`config.mk`:
```
export PLATFORM = sky130hd
export DESIGN_NAME = cmp_unit_iter
export DESIGN_NICKNAME = d
export VERILOG_FILES = /design/src/rtl/cmp_unit_iter.sv
export SDC_FILE = /design/constraint.sdc
export NUM_CORES = 1
export LEC_CHECK = 0
export ABC_AREA = 1
export BUFFER_PORTS_ARGS = -buffer_cell sky130_fd_sc_hd__buf_2
export CAP_MARGIN = 5
export CELL_PAD_IN_SITES_DETAIL_PLACEMENT = 2
export CELL_PAD_IN_SITES_GLOBAL_PLACEMENT = 2
export CORE_UTILIZATION = 28
export DETAILED_ROUTE_END_ITERATION = 12
export MAX_ROUTING_LAYER = met4
export PLACE_DENSITY = 0.75
export SLEW_MARGIN = 20
export SYNTH_ARGS = -nofsm -noshare
export SYNTH_HDL_FRONTEND = slang
export SYNTH_SLANG_ARGS = --single-unit
```
`constraint.sdc`:
```
create_clock -name clk -period 1.95 [get_ports clk]
set_input_delay 0.2925 -clock clk [delete_from_list [all_inputs] [get_ports clk]]
set_output_delay 0.2925 -clock clk [all_outputs]
set_load 0.01 [all_outputs]
```
`src/rtl/cmp_unit_iter.sv`:
```
// Iterative MSB-first digit comparator with early exit and busy/done handshake.
// Optional two's-complement mode is compiled in with the CMP_SIGNED_EN macro.
module cmp_unit_iter #(
    parameter int WIDTH     = 16,
    parameter int DIGIT_W   = 4,
    parameter int OUT_WIDTH = 4
) (
    input  logic                 clk,
    input  logic                 rst_cmp,
    input  logic [WIDTH-1:0]     a_cmp,
    input  logic [WIDTH-1:0]     b_cmp,
    input  logic [2:0]           alu_fun_cmp,
    input  logic                 cmp_enable,
`ifdef CMP_SIGNED_EN
    input  logic                 cmp_signed,
`endif
    output logic [OUT_WIDTH-1:0] cmp_out,
    output logic                 cmp_flag,
    output logic                 cmp_busy
);

    localparam int NDIG  = WIDTH / DIGIT_W;
    localparam int IDX_W = (NDIG > 1) ? $clog2(NDIG) : 1;
    localparam logic [IDX_W-1:0] IDX_TOP  = IDX_W'(NDIG - 1);
    localparam logic [WIDTH-1:0] SIGN_MSK = {1'b1, {(WIDTH-1){1'b0}}};

    // Handshake: a request is taken on any edge where cmp_enable=1 and cmp_busy=0;
    // the result is valid in the single cycle cmp_flag=1, and cmp_out then holds it.
    typedef enum logic [1:0] {S_IDLE, S_SCAN, S_DONE} state_t;

    state_t                       state_q, state_d;
    logic [NDIG-1:0][DIGIT_W-1:0] a_q, b_q;
    logic [2:0]                   fun_q;
    logic [IDX_W-1:0]             idx_q;
    logic [OUT_WIDTH-1:0]         out_q;
    logic                         accept, idx_dec, res_load;
    logic [2:0]                   res_code;
    logic [DIGIT_W-1:0]           dig_a, dig_b;
    logic [WIDTH-1:0]             a_in, b_in;

    // Offset-binary: flipping both sign bits turns a signed compare into an unsigned one.
`ifdef CMP_SIGNED_EN
    assign a_in = cmp_signed ? (a_cmp ^ SIGN_MSK) : a_cmp;
    assign b_in = cmp_signed ? (b_cmp ^ SIGN_MSK) : b_cmp;
`else
    assign a_in = a_cmp;
    assign b_in = b_cmp;
`endif

    assign dig_a = a_q[idx_q];
    assign dig_b = b_q[idx_q];

    function automatic logic [2:0] code_of(input logic [2:0] fun, input logic gt, input logic lt);
        logic eq;
        eq      = !gt && !lt;
        code_of = 3'd0;
        case (fun)
            3'd1:    if (eq)  code_of = 3'd1;
            3'd2:    if (gt)  code_of = 3'd2;
            3'd3:    if (lt)  code_of = 3'd3;
            3'd4:    if (!eq) code_of = 3'd4;
            3'd5:    if (!lt) code_of = 3'd5;
            3'd6:    if (!gt) code_of = 3'd6;
            default: code_of = 3'd0;
        endcase
    endfunction

    always_ff @(posedge clk or negedge rst_cmp) begin
        if (!rst_cmp) begin
            state_q <= S_IDLE;
        end else begin
            state_q <= state_d;
        end
    end

    always_comb begin
        state_d  = state_q;
        accept   = 1'b0;
        idx_dec  = 1'b0;
        res_load = 1'b0;
        res_code = 3'd0;
        case (state_q)
            S_IDLE: begin
                if (cmp_enable) begin
                    accept = 1'b1;
                    if (alu_fun_cmp == 3'd0 || alu_fun_cmp == 3'd7) begin
                        state_d  = S_DONE;
                        res_load = 1'b1;
                    end else begin
                        state_d = S_SCAN;
                    end
                end
            end
            S_SCAN: begin
                if (dig_a != dig_b) begin
                    res_load = 1'b1;
                    res_code = code_of(fun_q, dig_a > dig_b, dig_a < dig_b);
                    state_d  = S_DONE;
                end else if (idx_q == '0) begin
                    res_load = 1'b1;
                    res_code = code_of(fun_q, 1'b0, 1'b0);
                    state_d  = S_DONE;
                end else begin
                    idx_dec = 1'b1;
                end
            end
            S_DONE:  state_d = S_IDLE;
            default: state_d = S_IDLE;
        endcase
    end

    always_ff @(posedge clk or negedge rst_cmp) begin
        if (!rst_cmp) begin
            a_q   <= '0;
            b_q   <= '0;
            fun_q <= 3'd0;
            idx_q <= IDX_TOP;
            out_q <= '0;
        end else begin
            if (accept) begin
                a_q   <= a_in;
                b_q   <= b_in;
                fun_q <= alu_fun_cmp;
                idx_q <= IDX_TOP;
            end else if (idx_dec) begin
                idx_q <= idx_q - 1'b1;
            end
            if (res_load) begin
                out_q <= OUT_WIDTH'(res_code);
            end
        end
    end

    assign cmp_out  = out_q;
    assign cmp_flag = (state_q == S_DONE);
    assign cmp_busy = (state_q != S_IDLE);

endmodule

```
==> results.md <==
Run status:
- The run finished, with violations left.
- The checks that failed: negative setup slack.

STA:
- Setup repair after global routing could not meet its margin everywhere.
- The final number of setup-violating endpoints is 7.
- Adding up every negative setup slack in the final design gives -1.00 ns.
- Counting I/O delays and the setup requirement, the final critical path takes about 2.2 ns.
- The fmax is around 460 MHz.
- The worst path uses 111% of the clock period.
- The count of endpoints failing hold in the final timing report is 0.
- The worst setup skew after layout is between 0.007 and 0.008 ns.
- The number of slew-limit violations in the final report came to 0.
- The least setup slack across all paths after layout is -0.206 ns.

Critical path:
- Counting both buffers and inverters, the worst setup path holds a total of 2.
- The worst setup path is launched from a flip-flop.
- The worst path arrival time is ~2.4 ns.
- The largest single stage delay on the critical path is between 0.5 and 0.6 ns.
- The maximum net fanout on the critical path is 13.
- The gate family responsible for the most delay along the worst path is flip-flops.
- The capture point of the worst reg-to-reg path is idx_q[0].
- The signal on the critical path passes through inv_2 -> a32o_2 -> ha_4 -> nand2_2 -> inv_2 -> nand3_4 -> nor2_2 -> nand2_2 -> a21oi_2 -> o21ai_1.
- The type of the setup path with the least slack is reg2reg.
- The worst setup path is captured at a flip-flop.
- The startpoint identified for the worst register-to-register timing path is idx_q[1].
- The required arrival time at the worst endpoint is 2.18 ns.
- The number of stages on the worst setup path is 10.
- The highest-delay cell along the critical path is dfstp_2.
- Measured in cells, the most critical reg-to-reg path has a length of 10.
- The reg-to-reg setup timing slack is -0.21 ns.

Routing:
- The number of violations reported at the end of detailed-routing iteration 0 is 81.
- In the routed layout, each cell is associated on average with a via count of roughly 4.7.
- The total wire length is approximately 6400 um.
- Wire segments on met2 add up to between 3000 and 4000 um in the final route.
- Routed signal wires occupy layers up through met4.
- After detailed routing, the met3 layer carries about 180 um of wire.
- Dividing the detail-routed wire length by the instance count gives about 15 um.
- The first detailed-routing pass ran for 4 iterations.
- After detailed routing, the number of remaining DRC violations is 0.
- The final antenna-violating net count is 0.
- The wire length the detailed router placed on met1 is around 2800 um.
- The total number of vias is ~2.0k.

Die:
- The core region is between 0.007 and 0.008 mm^2.
- The initial core utilization is 29.1%.
- The floorplan die height is 89.1 um.
- The overall die width is a little under 90 um.
- The floorplan has 31 rows.
- Pin placement for this block handled 44 I/O pins.
- The overall die area is between 0.007 and 0.008 mm^2.

Finish:
- The finished cells cover roughly 0.0028 mm^2.
- Relative to the synthesized area, the layout overhead comes to 29.7%.
- The combined flip-flop and latch cell area is approximately 0.0011 mm^2.
- Summing all multi-input logic gate instances after layout gives about 0.0010 mm^2.
- 0 antenna diodes ended up in the layout.
- The post-layout net count is 373.
- The count of fill cells added during filler insertion is 902.
- Of the cells placed in the final design, the portion with a size suffix greater than 1 is between 30% and 40%.
- The final non-filler cell total is 430.

Placement:
- The number of buffer cells added on primary ports is 42.
- Detailed placement finished with a half-perimeter wire length of 4750 um.
- The total instance count after detailed placement is approximately 420.
- The final weighted congestion in routability-driven placement is about 0.78.
- The placed instances occupy a cell area of 0.00249 mm^2.

Power:
- Cell internal power was estimated by the tool at roughly 2.5 mW.
- The clock network accounts for a little over an eighth of the total power.
- In this run switching power makes up 44.0% of total power.
- Per report_power, the sequential group accounts for between 30% and 40% of the total.
- The largest vdd supply drop is around 0.00044 V.
- Summed over all cells, the static leakage comes to 1.46 nW.
- The reported net switching power is slightly below 2 mW.
- The power density of the placed cells is between 1500 and 2000 mW/mm^2.
- The proportion of power drawn by combinational gates is around 51%.

Clock tree:
- The clock latency of the later-clocked register in the worst-skew pair is around 0.30 ns.
- The total CTS buffers is 5.
- Clock tree synthesis found a total of 42 sinks.
- CTS placed an instance of clkbuf_8 at the clock tree root.
- TritonCTS built the clock tree.
- The H-tree depth is 2.
- The maximum buffer depth of the clock tree is 2.
- After clock tree synthesis, the clock-pin slew on the worst setup and hold paths is 0.09 ns.

Global route:
- For this run the aggregate overflow at the end of global routing stands at 0.
- In the global route stage, overall resource usage came out at around 18%.
- Entering global routing, the biggest net connects 35 pins.
- The first-pass GRT wire length is between 10,000 and 15,000 um.
- The initial antenna violation count is 0.
- The number of global-route vias before repair is between 2k and 2.5k.

Worst hold path:
- The path with the worst hold slack has its endpoint at a_q[15].
- The beginning of the worst hold path is a_cmp[15].
- The path class of the lowest-slack min-delay path is in2reg.
- Counting instances, the worst hold path has a depth of 3.

Synth:
- The xor and xnor area share after synthesis is 0%.
- The total nets after synthesis is 321.
- For this run, the number of Yosys warnings is 0.
- The post-synthesis adder-cell area fraction is under 10%.
- The synthesized area per cell is between 7 and 8 um^2.
- The dominant combinational cell family by area after synthesis is simple AND/OR/NAND/NOR gates.
- The proportion of synthesized chip area in sequential cells is between 40 and 50%.
- The post-synthesis instance area is between 0.002 and 0.0025 mm^2.
- Counting every instance in the synthesized netlist gives between 200 and 300.
- The fraction of synthesized area in multiplexers is 0%.
- The compound-cell area share of the yosys netlist is roughly a tenth.
- The share of synthesized cell area in and, or, nand and nor gates is between 30% and 40%.
- The number of flip-flops and latches in the synthesized netlist is 42.
- The netlist uses 23 different library cells.

Flow run:
- Across the run, the number of max-cap violations was 0.
## layer usage
| metal | vias to the layer above | GRT usage, % |
|---|---|---|
| met3 | 10 | 3.05 |
| met1 | 999 | 21.4 |
| met4 | 0 | 4.76 |
| met2 | 30 | 32.4 |
| li1 | 972 | - |
| met5 | - | - |
## state kept, by name, summed over array words and instances, names as in the netlist
register  cells
cmp_out       3
fun_q         3
idx_q         2
b_q          16
a_q          16
state_q       2
## power groups by stage
stage	sequential [mW]	combinational, mW	clock, mW
floorplan	1.47	1.40	0
global placement	1.56	1.80	0
detailed placement	1.58	1.93	0
CTS	1.57	2.21	0.620
global route	1.63	2.56	0.664
finish	1.58	2.27	0.606
## worst max-delay path by stage
stage | slack (ns) | startpoint | to
floorplan | -0.006 | idx_q[0] | cmp_out[2]
global placement | -0.12 | idx_q[0] | idx_q[0]
detailed placement | -0.24 | idx_q[0] | idx_q[0]
CTS | -0.18 | idx_q[0] | cmp_out[2]
global route | -0.32 | idx_q[0] | cmp_out[1]
finish | -0.21 | idx_q[1] | idx_q[0]
## Yosys cell counts, drive strengths merged
master / number / area share (%)
o22ai: 4 / 1.2
a21oi: 11 / 2.6
nor2: 15 / 2.8
conb: 1 / 0.18
nand3: 5 / 1.8
o21ai: 16 / 4.3
buf: 10 / 3.0
ha: 5 / 2.9
nand2: 141 / 25
nand4: 3 / 0.88
dfrtp: 40 / 47
inv: 19 / 3.4
clkbuf: 2 / 0.35
a32o: 4 / 1.9
dfstp: 2 / 2.5
## layout make-up
cell class                      count  area share (%)
Clock buffer                        7            3.13
Clock inverter                      1           0.182
Inverter                           19            2.95
Multi-Input combinational cell    205            37.7
Sequential cell                    42            38.3
Tap cell                           99            4.50
Timing Repair Buffer               57            13.3
## what timing repair did
| action | in CTS | in global routing |
|---|---|---|
| pin swaps | 10 | 3 |
| hold buffers | 1 | 0 |
| resized for setup | 21 | 13 |
| endpoints found under the setup margin | 7 | 7 |
| endpoints found under the hold margin | 18 | 0 |
| setup buffers | 3 | 2 |
## per-stage QoR
step | total power, mW | utilization, % | hold slack, ns | worst slack, ns
floorplan | 2.87 | - | -0.00309 | -0.00596
global placement | 3.36 | 34.1 | 0.280 | -0.124
detailed placement | 3.50 | 34.1 | 0.284 | -0.238
CTS | 4.40 | 37.0 | 0.177 | -0.178
global route | 4.85 | 37.8 | 0.182 | -0.320
finish | 4.45 | 37.8 | 0.179 | -0.206
## kinds of logic after synthesis
| group | after synthesis |
|---|---|
| AND/OR/NAND/NOR | 164 |
| flip-flops | 42 |
| AO/OA/AOI/OAI | 35 |
| buffers and inverters | 31 |
| adder cells (fa/ha/maj) | 5 |
| other | 1 |
## cells in the final DEF (no fill, tap or decap), types with 4 or more instances in the layout
cell type,instances
nand2_1,134
o21ai_0,8
dfrtp_1,40
buf_4,9
o21ai_1,4
buf_2,42
a21oi_1,7
nand2_2,7
nand3_1,4
inv_1,13
a21oi_2,4
nor2_1,9
nor2_2,6
inv_2,4
clkbuf_8,6
## worst reg2reg max path, delay by kind of cell (launching register included)
kind	cells	cell delay, ns
fa+ha+maj	1	0.28
compound gates	3	0.57
buf+inv	2	0.21
simple gates	4	0.45
flops	1	0.57
Power figures use the tool's default switching activity.
